$ cat src/rtl/retire_ctrl.sv
// Retire controller: scans the ROB head each cycle, retires the in-order prefix of
// finished entries, and sequences flush/recovery after a mispredict and a sticky halt.
module retire_ctrl #(
    parameter int N              = 3,
    parameter int RECOVER_CYCLES = 2
) (
    input  logic                       clock,
    input  logic                       reset,
    input  logic [N-1:0]               head_valid,
    input  logic [N-1:0]               head_complete,
    input  logic [N-1:0]               head_mispred,
    input  logic [N-1:0]               head_is_store,
    input  logic [N-1:0]               head_halt,
    input  logic                       sq_ready,
    output logic [$clog2(N+1)-1:0]     num_retiring,
    output logic                       store_commit,
    output logic                       flush,
    output logic                       dispatch_stall,
    output logic                       halted,
    output logic [31:0]                retired_total
);

    localparam int CW = $clog2(N+1);

    localparam logic [1:0] S_NORMAL  = 2'd0;
    localparam logic [1:0] S_FLUSH   = 2'd1;
    localparam logic [1:0] S_RECOVER = 2'd2;
    localparam logic [1:0] S_HALTED  = 2'd3;

    localparam logic [3:0] RECOVER_LOAD = 4'(RECOVER_CYCLES);

    logic [1:0]    r_state;
    logic [1:0]    w_next_state;
    logic [3:0]    r_recover_cnt;
    logic [3:0]    w_next_recover_cnt;
    logic [31:0]   r_retired_total;
    logic          r_flush;
    logic          r_dispatch_stall;
    logic          r_halted;

    logic [CW-1:0] w_count;
    logic          w_store;
    logic          w_mispred;
    logic          w_halt;
    logic          w_stop;

    // Oldest-first scan; the first entry that cannot retire ends the scan.
    always_comb begin
        // NOTE: every variable gets a default before the loop so no latch is inferred.
        w_count   = '0;
        w_store   = 1'b0;
        w_mispred = 1'b0;
        w_halt    = 1'b0;
        w_stop    = (r_state != S_NORMAL);
        for (int i = 0; i < N; i++) begin
            if (!w_stop) begin
                if (!(head_valid[i] && head_complete[i])) begin
                    w_stop = 1'b1;
                end else if (head_halt[i]) begin
                    w_count = w_count + 1'b1;
                    w_halt  = 1'b1;
                    w_stop  = 1'b1;
                end else if (head_mispred[i]) begin
                    w_count   = w_count + 1'b1;
                    w_mispred = 1'b1;
                    w_stop    = 1'b1;
                end else if (head_is_store[i] && (!sq_ready || w_store)) begin
                    w_stop = 1'b1;
                end else begin
                    w_count = w_count + 1'b1;
                    if (head_is_store[i]) w_store = 1'b1;
                end
            end
        end
    end

    always_comb begin
        w_next_state       = r_state;
        w_next_recover_cnt = r_recover_cnt;
        case (r_state)
            S_NORMAL: begin
                if (w_halt)         w_next_state = S_HALTED;
                else if (w_mispred) w_next_state = S_FLUSH;
            end
            S_FLUSH: begin
                w_next_state       = S_RECOVER;
                w_next_recover_cnt = RECOVER_LOAD;
            end
            S_RECOVER: begin
                if (r_recover_cnt <= 4'd1) begin
                    w_next_state       = S_NORMAL;
                    w_next_recover_cnt = 4'd0;
                end else begin
                    w_next_recover_cnt = r_recover_cnt - 4'd1;
                end
            end
            S_HALTED: w_next_state = S_HALTED;
            default:  w_next_state = S_NORMAL;
        endcase
    end

    // Status outputs are decoded from the next state so they line up with r_state.
    always_ff @(posedge clock) begin
        // NOTE: non-blocking assignments so every register samples pre-edge values.
        if (reset) begin
            r_state          <= S_NORMAL;
            r_recover_cnt    <= 4'd0;
            r_retired_total  <= 32'd0;
            r_flush          <= 1'b0;
            r_dispatch_stall <= 1'b0;
            r_halted         <= 1'b0;
        end else begin
            r_state          <= w_next_state;
            r_recover_cnt    <= w_next_recover_cnt;
            r_retired_total  <= r_retired_total + 32'(w_count);
            r_flush          <= (w_next_state == S_FLUSH);
            r_dispatch_stall <= (w_next_state != S_NORMAL);
            r_halted         <= (w_next_state == S_HALTED);
        end
    end

    assign num_retiring   = w_count;
    assign store_commit   = w_store;
    assign flush          = r_flush;
    assign dispatch_stall = r_dispatch_stall;
    assign halted         = r_halted;
    assign retired_total  = r_retired_total;

endmodule

$ cat config.mk
export PLATFORM = sky130hd
export DESIGN_NAME = retire_ctrl
export DESIGN_NICKNAME = d
export VERILOG_FILES = /design/src/rtl/retire_ctrl.sv
export SDC_FILE = /design/constraint.sdc
export NUM_CORES = 1
export LEC_CHECK = 0
export CAP_MARGIN = 20
export CORE_MARGIN = 2
export CORE_UTILIZATION = 56
export DETAILED_ROUTE_END_ITERATION = 8
export DONT_BUFFER_PORTS = 1
export MAX_ROUTING_LAYER = met4
export PLACE_DENSITY = 0.74
export SETUP_SLACK_MARGIN = 0.5
export SLEW_MARGIN = 25
export SYNTH_ARGS = -nofsm -noshare
export SYNTH_HDL_FRONTEND = slang
export SYNTH_SLANG_ARGS = --single-unit
$ cat constraint.sdc
create_clock -name clock -period 4.2 [get_ports clock]
set_clock_uncertainty 0.15 [all_clocks]
set_input_delay 0.21 -clock clock [delete_from_list [all_inputs] [get_ports clock]]
set_output_delay 0.21 -clock clock [all_outputs]
set_load 0.01 [all_outputs]
==> results.md <==
* CTS max path bufs at 2
* Leak pwr at between 0.9 and 1 nW
* I/O pin total at 56
* Area contributors post-synth: dfxtp_1 (38%), nor2_1 (6.7%), ha_1 (5.8%)
* Chip width at 66.34 µm
* Post-synth EDFFs at 0
* Startpoint types: flip-flop
* Arrival time worst endpoint at 3850 ps
* Endpoints failing hold at 0
* Synthesis Warnings at 0
* Reg clk slew, reported paths at 80 ps
* Slew Viols, Final at 0
* Synth Area in Compound Gates at 10.64%
* Core Rows at 22
* F_max at roughly 270 MHz
* Total power at a little under 0.001 W
* Adder-Cell Fraction of Synth Area at 6.671%
* Num CTS Buffers at 5
* Antenna violations before repair at 0
* CTS tree: yes
* Final WS setup at 450.7 ps
* Diodes inserted at 0
* #FFs+latches synth at 41
* Synth area leader: dfxtp_1
* FILL cells at 320
* Vias per cell at 5.849
* Global Route Usage Sum at 22.29%
* Max stage delay cell, worst path: or4_4
* Hold Crit Depth at 2
* Total core area at 3689 µm²
* Tightest slew margin relative to the limit at 58.90%
* Main flop type after synthesis: dfxtp_1
* Sequential-to-total area share from yosys stat at 37.72%
* WP data required at 4300 ps
* Crit share post-route at 89.27%
* Die height at 66.34 µm
* CP Depth at 13
* Fraction of registers with async set/reset at 0%
* H-tree Lvls at 2
* Hold WC Path Type: input port to flip-flop
* Main combinational cell family by area after synthesis: simple AND/OR/NAND/NOR gates
* Final ANT Viol Nets at 0
* Die Footprint at roughly 4400 µm²
* Pre-CTS setup slack at 234.2 ps
* Setup CP Type: flip-flop to flip-flop
* DRT Pass-1 Iters at 4
* Initial Utilization at 58.99%
* Mapped cell area at 2176 µm²
* Maximum vdd drop at about 0.00025 V
* Max-cap violation count at 0
* Final min period at 3749 ps
* PD cells at 384.1 nW/µm²
* Cell variety after synth at 52
* Layout Nets at 299
* Grt total ovfl at 0
* Clk sinks at 41
* Reg2Reg Depth at 13
* Synth Area per Inst at about 8.5 µm²
* Total number of vias at around 1900
* # port buffers at 0
* CP cell instances: inv_4 -> ha_4 -> and3_4 -> nand4_1 -> or3_4 -> or4_4 -> a31oi_4 -> ha_4 -> a21oi_4 -> or3b_4 -> or4_4 -> or4_4 -> nand2_2
* Multiplexer share of the synthesized area at less than 1%
* WL final at 4747 µm
* Cells after synthesis at 257
* GPL Wtd Cong at 0.8167
* Final setup viols at 0
* Layout area overhead at 16.50%
* CP dominant cell by count: or4_4
* Routed len/inst at 14.93 µm
* Pin count of the biggest net entering global routing at 39
* CP max FO at 5
* RSZ-0062 raised after global routing: true
* First-pass GRT wire length at 7383 µm
* Fraction of layout cells with a size suffix above 1 at 18.52%
* Setup total negative slack at 0 ps
* Synth Area in Simple Gates at 30.48%
* DRC errors left at 0
* CP max stage delay at 500 ps
* Crit. End Element: flip-flop
* Status: completed
* Net Count, Synth at 286
* Hpwl dp at 3298 µm
* Worst-margin pin slew at 608.5 ps
* First-iteration detailed-routing DRC count at 66
* Crit path max-delay family: simple AND/OR/NAND/NOR gates
* Vias in the first global route at 1615
* Xor/xnor share of the synthesized area at 10.47%
* Top cell type's share of synthesized area at between 30% and 40%
* Worst skew pair latency at 300 ps
* Clock root buffer: clkbuf_8
* CP bufs+invs at 1
worst paths after layout:
check	from	to	slack, ps
worst max-delay path	r_state[1]	retired_total[29]	450
worst min-delay path	reset	retired_total[31]	20
worst max register to register	r_state[1]	retired_total[29]	450
worst min register to register	r_recover_cnt[3]	r_recover_cnt[3]	380
through the flow:
step | instances | cell area (µm²) | hold slack [ps] | util [%]
6_report | 318 | 2535 | 18.27 | 68.72
5_1_grt | 318 | 2535 | 21.80 | 68.72
4_1_cts | 311 | 2440 | 12.05 | 66.15
3_5_place_dp | 302 | 2296 | 135.7 | 62.25
3_3_place_gp | 302 | 2296 | 134.8 | 62.25
2_1_floorplan | 257 | 2241 | 227.1 | -
state kept, by name, summed over array words and instances (netlist names):
signal          count
r_recover_cnt       4
retired_total      32
flush               1
halted              1
r_state             2
dispatch_stall      1
synthesized netlist by cell type (2+ instances only):
cell type  instances
and4_2             2
buf_1              2
a21oi_1            9
nand2_1           14
xnor2_1           12
or4_1              4
nor4_1             5
and3_1             6
nand4_1           12
o31a_1             2
or3_1              2
nor3_1             6
dfxtp_1           41
and4_1             2
and2_1             2
and2b_1            2
a31oi_1            2
clkbuf_1           3
xor2_1            14
nor2_1            39
nand3_1           11
o21ai_0           10
ha_1              10
nor2b_1            7
inv_1             11
kinds of logic (layout without fill, tap and decap cells):
logic type / Yosys count / after routing
simple gates: 124 / 124
flops: 41 / 41
compound gates: 36 / 36
xor+xnor: 26 / 26
buf+inv: 18 / 31
fa+ha+maj: 11 / 11
mux: 1 / 1
metal layers:
layer	wire length, µm	global-route usage [%]	vias to the layer above	share of wire (%)
li1	-	-	941	-
met1	2185	27.71	863	46
met2	2160	34.25	47	46
met3	330	7.666	9	7.0
met4	71	6.633	0	1.5
met5	0	-	-	0
cells in the final DEF, fill, tap and decap left out, types with 3 or more instances in the layout:
| master | instances |
|---|---|
| or4_4 | 3 |
| xor2_1 | 14 |
| nand4_1 | 12 |
| nor3_1 | 5 |
| xnor2_1 | 12 |
| and3_1 | 5 |
| nand2_1 | 13 |
| clkbuf_8 | 6 |
| ha_1 | 7 |
| nor2_1 | 39 |
| inv_1 | 8 |
| a21oi_1 | 8 |
| dfxtp_1 | 39 |
| buf_4 | 12 |
| ha_4 | 3 |
| nand3_1 | 10 |
| nor4_1 | 4 |
| nor2b_1 | 7 |
| o21ai_0 | 9 |
where the power goes:
group / leakage, nW / internal [W] / switching (W)
combinational: 0.542 / 0.000127 / 0.000135
clock: 0.0433 / 0.000130 / 0.000134
sequential: 0.333 / 0.000421 / 0.0000266
total: 0.918 / 0.000677 / 0.000296
repair_timing:
action | 4_1_cts | 5_1_grt
endpoints found under the setup margin | 10 | 12
pin swaps | 1 | 3
resized for setup | 7 | 11
hold buffers | 1 | 0
setup buffers | 1 | 7
hold endpoints to repair | 38 | 0
worst reg2reg max path, stage by stage, from the launching register on:
cell and delay [ps]:
dfxtp_4 360, inv_4 60, ha_4 160, and3_4 190
nand4_1 110, or3_4 430, or4_4 440, a31oi_4 190
ha_4 170, a21oi_4 50, or3b_4 390, or4_4 450
or4_4 500, nand2_2 60
final cells by class:
type	instances	area, µm²	share of cell area [%]
tap	48	60.06	2.369
clock inverter	1	7.507	0.2962
sequential	41	828.3	32.68
multi-input combinational	198	1400	55.23
timing repair buffer	13	110.1	4.344
inverter	11	46.29	1.826
clock buffer	6	82.58	3.258
Note: power is estimated with default switching activity, not from simulation.
